==> src/rtl/hct74163.sv <==
// hct74163: presettable synchronous WIDTH-bit binary counter (74HCT163 behaviour).
// Latency: Q reflects clear/load/count one rising CP edge later; TC is combinational from Q and CET.
// Backpressure: none; CEP & CET gate counting, and cascaded stages ripple-enable through CET/TC.
//
// Ports:
//   CP   in          clock, all state changes on the rising edge
//   _MR  in          synchronous clear, active-low (highest priority)
//   _PE  in          parallel load enable, active-low (beats counting)
//   CEP  in          count enable, parallel
//   CET  in          count enable, trickle; also gates TC
//   D    in  [W-1:0] parallel load data (normally from an hct74157 Y output)
//   Q    out [W-1:0] counter value
//   TC   out         terminal count = CET & (Q == all ones)
//
// Optional build macro HCT74163_TIMING_EN adds transport delays on Q and TC
// (TPD_CP_Q, TPD_CP_TC, TPD_CET_TC, in ns). Without it the model is zero-delay
// and fully synthesizable. The sequence of Q values is identical in both builds.

`timescale 1ns/1ps

module hct74163 #(
  parameter int WIDTH = 4
`ifdef HCT74163_TIMING_EN
  ,
  parameter int TPD_CP_Q   = 20,
  parameter int TPD_CP_TC  = 24,
  parameter int TPD_CET_TC = 14
`endif
) (
  input  logic             CP,
  input  logic             _MR,
  input  logic             _PE,
  input  logic             CEP,
  input  logic             CET,
  input  logic [WIDTH-1:0] D,
  output logic [WIDTH-1:0] Q,
  output logic             TC
);

  // Internal state. Deliberately has no power-up value: like the chip, Q is
  // undefined until the first edge with _MR low (or a load).
  logic [WIDTH-1:0] q_int;

  // Priority: clear, then load, then count. All controls are sampled at the edge,
  // so a _MR pulse between edges has no effect.
  always_ff @(posedge CP) begin
    if (!_MR) begin
      q_int <= '0;
    end else if (!_PE) begin
      q_int <= D;
    end else if (CEP && CET) begin
      q_int <= q_int + WIDTH'(1);   // wraps modulo 2^WIDTH
    end
  end

`ifdef HCT74163_TIMING_EN
  // Transport delays: every change is scheduled independently, so pulses
  // narrower than the delay propagate rather than being swallowed.
  logic [WIDTH-1:0] q_dly;
  logic             ones_dly;
  logic             cet_dly;

  always @(q_int) q_dly    <= #(TPD_CP_Q)   q_int;
  always @(q_int) ones_dly <= #(TPD_CP_TC)  (&q_int);
  always @(CET)   cet_dly  <= #(TPD_CET_TC) CET;

  assign Q  = q_dly;
  assign TC = cet_dly & ones_dly;
`else
  assign Q  = q_int;
  // CEP does not enter TC; only CET gates it, which is what makes CET/TC
  // ripple cascading work.
  assign TC = CET & (&q_int);
`endif

endmodule

==> config.mk <==
export PLATFORM = sky130hd
export DESIGN_NAME = hct74163
export DESIGN_NICKNAME = d
export VERILOG_FILES = /design/src/rtl/hct74163.sv
export SDC_FILE = /design/constraint.sdc
export NUM_CORES = 1
export LEC_CHECK = 0
export CORE_AREA = 4 4 41 43
export DETAILED_ROUTE_END_ITERATION = 10
export DIE_AREA = 0 0 45 47
export GPL_TIMING_DRIVEN = 0
export HOLD_SLACK_MARGIN = 0.15
export PLACE_DENSITY = 0.45
export SLEW_MARGIN = 15
export SYNTH_ARGS = -nofsm -noshare
export SYNTH_HDL_FRONTEND = slang
export SYNTH_SLANG_ARGS = --single-unit
==> constraint.sdc <==
create_clock -name CP -period 2.9 [get_ports CP]
set_input_delay 0.435 -clock CP [delete_from_list [all_inputs] [get_ports CP]]
set_output_delay 0.435 -clock CP [all_outputs]
set_load 0.01 [all_outputs]
Word level (Yosys, flattened, before mapping):

Index checks and enable logic that the tools add are counted.

* bits in registers: 4
* bits in latches: 0
* memory bits (writable): 0
* bits in read-only memories: 0
* bits of input ports: 9
* output and inout bits: 5
* logic and storage cells: 8
* memories: 0

* add/sub/neg operators: 1
* multipliers: 0
* div/mod/pow operators: 0
* $lt $le $gt $ge: 0
* equality and inequality tests: 1
* shift operators: 0
* muxes and demuxes: 2
* bitwise gates (word level): 1
* reduce and logical (&&, ||, !) cells: 2

Operator list (count)
* two-way mux 4 bit: 2
* adder 4 x 1 -> 4 bit, second input constant: 1
* AND reduction 4 bit: 1
* != test 2 x 1 -> 1 bit, second input constant: 1
* AND 1 bit: 1
* logical AND 1 bit: 1

Logic depth before layout (Yosys ltp):

Gate-level depths: netlist of run 1.

* word-level depth: 3
* gate-level depth with buffers: 4
* gate-level depth less buffers: 4

Least setup slack after synthesis of run 1:

OpenSTA, ideal clock, no wires.

* path kind: reg-to-output
* from: register q_int[0] (netlist: Q[0])
* to: output port TC
* arrival: 827 ps
* data required time: 2465 ps
* path slack: 1638 ps
* stages on the path, launching flop included: 3
* buffers on the path: 0
* cell sequence: dfxtp_1 > ha_1 > and4_2

* longest elaborated chain between the ends: 2

RTL lines
* start: declaration: RTL line 42 `logic [WIDTH-1:0] q_int;`
* start signal: assignment: RTL line 52 `q_int <= q_int + WIDTH'(1);`
* AND reduction 4 bit: RTL line 73 `assign TC = CET & (&q_int);`
* AND 1 bit: RTL line 73
* end: declaration: RTL line 37 `output logic TC`

Every way passes these cells.

Worst setup path after layout of run 1:

* from: input port CET
* to: output port TC

* longest elaborated chain between the ends: 1

RTL lines
* start: declaration: RTL line 34 `input logic CET,`
* AND 1 bit: RTL line 73

Every way passes these cells.

==> results of run 1 <==
[placed cells by master (no fill, tap or decap)]
cell	synthesis	routed
o21ai_0	3	3
clkdlybuf4s50_1	0	13
or3_1	1	1
inv_1	1	1
nand3_1	3	3
nand2_2	1	1
and4_2	1	1
a31oi_1	1	1
a21oi_1	1	1
nor2_1	2	2
nand2_1	1	1
ha_1	1	1
clkbuf_4	0	3
xor2_1	2	2
a311oi_1	1	1
a211oi_1	1	1
dfxtp_1	4	4
[where the power goes]
part,leakage [nW],internal [mW],switching [mW]
Combinational,0.0932,0.0213,0.0127
Clock,0.0138,0.0460,0.0192
Sequential,0.0333,0.0597,0.00438
Total,0.140,0.127,0.0363
[worst min-delay path, cell delays in order (launching register included)]
cell	delay, ns
dfxtp_1	0.32
nand2_1	0.06
a311oi_1	0.08
[final timing paths]
check                           from    to  slack (ns)  cells past startpoint
worst min-delay path            Q[1]  Q[1]        0.52                      2
worst min register to register  Q[1]  Q[1]        0.52                      2
worst max register to register  Q[0]  Q[3]        1.85                      3
worst max-delay path             CET    TC        0.73                      3
[stage by stage]
step                hold slack [ns]  power (mW)  utilization  setup slack, ns  cells
floorplan                     0.524      0.0753            -             1.64     24
global placement              0.513      0.0993        0.272            0.733     52
detailed placement            0.512      0.0989        0.272            0.723     52
CTS                           0.524       0.169        0.289            0.721     55
global route                  0.545       0.173        0.289            0.677     55
finish                        0.516       0.163        0.289            0.730     55
[per-layer routing]
layer / up-vias / wire length [µm]
li1: 122 / -
met1: 103 / 221
met2: 6 / 313
met3: 0 / 27
met4: 0 / 0
met5: - / 0
[kinds of logic (layout without fill, tap and decap cells)]
logic type | count (synthesis) | count (layout)
compound gates | 7 | 7
xor+xnor | 2 | 2
fa+ha+maj | 1 | 1
simple gates | 9 | 9
buf+inv | 1 | 17
flops | 4 | 4
[area by class of cell]
type                            instances  area (µm²)
Inverter                                1        3.75
Fill cell                             156         925
Multi-Input combinational cell         19         121
Timing Repair Buffer                   13         130
Sequential cell                         4        80.1
Tap cell                               15        18.8
Clock buffer                            3        22.5
==> summary by stage, run 1 <==
Run status
The flow ran to the end, and the final reports show no timing, DRC or antenna violations.

Synthesis
Yosys mapped the design onto 15 distinct sky130hd cell types. The cell type with the highest aggregate area in the netlist is dfxtp_1. Dividing the synthesized area by the synthesized cell count gives about 8.5 µm². In the synthesized netlist the dominant register cell turns out to be dfxtp_1.

The proportion of register bits with asynchronous set or reset after synthesis is 0. The compound-gate portion of the synthesized area is 0.207. By count the netlist is led by dfxtp_1, nand3_1, o21ai_0.

Of the total synthesized cell area, the portion taken by AND, OR, NAND and NOR gates is 0.238. The register bit count reported by yosys is 4. The portion of synthesized area spent on multiplexers is 0. The number of synthesized flops with an enable pin is 0.

After technology mapping, the gate count stands at 24. The dominant cell by count in the synthesized netlist is dfxtp_1. Of the total synthesized cell area, the portion taken by full adders, half adders and majority gates is 0.0610. During synthesis, Yosys emitted a total of 0 warnings. The post-synth net total is 34. The share of the Yosys chip area taken by registers is 0.390. The share of synthesized area in the top cell type comes to 0.390.

After synthesis, the cell types taking the most area are dfxtp_1, xor2_1, nand3_1. Of the total synthesized cell area, the portion taken by XOR and XNOR cells is 0.0854. The post-synthesis instance area is 205 µm². After synthesis, the largest family of logic cells by area is simple AND/OR/NAND/NOR gates.

Floorplanning
The initial cell density of the core is 0.158. The floorplan step defined a die boundary enclosing 2120 µm². In this run the vertical extent of the chip is 47 µm. The core region area is about 1300 µm². The top-level I/O count is 14. The overall die width is 45 µm.

The total number of placement rows is 13.

Placement
Buffers placed on the I/O ports in this run total 13. The total cell area at the placement stage is roughly 350 µm². The wire-length estimate of the detail-placed layout is about 460 µm. The global placer's final weighted congestion is ~0.75.

Global routing
The met3 track utilization from global routing is 0.0115. The global routing stage identified its most utilized layer as met2. The met1 track demand over resource is 0.0544. After global routing the overflow that remains totals 0. For this run, global-route usage on met2 was measured as 0.107. The number of antenna violations at the first check in global routing is 0.

The total global-route track usage is 0.0631. The number of global-route vias before repair was 230. The pin count of the biggest net entering global routing is 9. The first global-routing pass estimated 883 µm of wire.

Critical path
The critical path goes through clkdlybuf4s50_1 -> and4_2 -> clkdlybuf4s50_1. The critical path contains buffers and inverters numbering 2 combined. Counting stages on the worst path, the most repeated cell is clkdlybuf4s50_1. The worst path required time is around 2.5 ns. For the worst setup path, the data arrival time is about 1.7 ns. STA classifies the critical path startpoint as an input port.

Among cell families on the critical path, the largest total delay comes from buffers and inverters. Of all nets on the critical path, the largest fanout is 4. The worst setup path is of the in -> out kind. STA classifies the critical path endpoint as a primary output. For this design, the slowest cell found on the critical path is clkdlybuf4s50_1. The delay of the slowest cell on the worst path is 0.53 ns.

Routing
The routed layout has 231 vias. The number of iterations in the first detailed-routing pass is 1. The DRC marker count from the first detailed-route iteration is 0. The vias per cell is 4.20.

The routed wire length is ~560 µm. The DRC violation count after routing is 0. The average wire per cell in the routed design is approximately 10 µm. The antenna violation net count after detailed routing is 0.

STA
The final count of hold timing violations came to 0. The shortest clock period the worst path allows after layout is roughly 2.2 ns. The worst-margin pin slew is around 0.24 ns. Based on the critical path, the design can be clocked at up to 0.461 GHz. The total negative slack is 0 ns. The setup violation total in the final timing report is 0. The setup clock skew after layout is between 0.0005 and 0.0006 ns.

The max-slew violation total from the final report is 0. In this run the tightest slew margin relative to its limit is 0.838. The final period utilization is 0.748. Setup repair after global routing left no endpoint under its margin.

Power
Across the VDD grid, the largest voltage drop is around 0.15 mV. The power density normalized to cell area is about 430 nW/µm². The standby leakage power is between 0.1 and 0.15 nW.

Cells and area
In the final layout, the share of cells above drive strength 1 is 0.125. From synthesis to final layout, the design area changed by 83.5%. The final layout contains 52 nets. The flip-flop count of the largest register after layout is 4. The number of antenna diodes in the final layout is 0. After routing the design area is approximately 380 µm².

CTS
Buffers inserted to repair hold after CTS numbered 0. TritonCTS built the clock tree. The clock latency at the later pin of the worst-skew pair is between 0.2 and 0.25 ns.

The clock root buffer is clkbuf_4. The clock drives 4 sinks. In this run, CTS created clock tree buffers numbering 3. Post-CTS repair changed the size of 0 cells. After clock tree synthesis, the clock-pin slew on the worst setup and hold paths is ~0.030 ns. The worst-case clock buffer depth is 2. CTS built an H-tree with a depth of 1. The post-CTS repair timing setup buffer count is 0.

Hold path
The type of the tightest min-delay check is reg -> reg.

Job
Across the run, the number of max-cap violations was 0.
(Power assumes the default switching activity.)
==> inputs of run 2 (changes only) <==
==> constraint.sdc (replaced) <==
create_clock -name CP -period 2.14 [get_ports CP]
set_input_delay 0.321 -clock CP [delete_from_list [all_inputs] [get_ports CP]]
set_output_delay 0.321 -clock CP [all_outputs]
set_load 0.01 [all_outputs]
==> results of run 2 <==
The final DEF is identical to that of run 1. Status: finished, final reports clean.
Main changes from that run: setup slack after placement 0.723 ns -> 0.191 ns; setup slack after layout 0.730 ns -> 0.198 ns; register-to-register setup slack 1.85 ns -> 1.09 ns; total power 0.163 mW -> 0.221 mW; worst IR drop on VDD 0.152 mV -> 0.206 mV
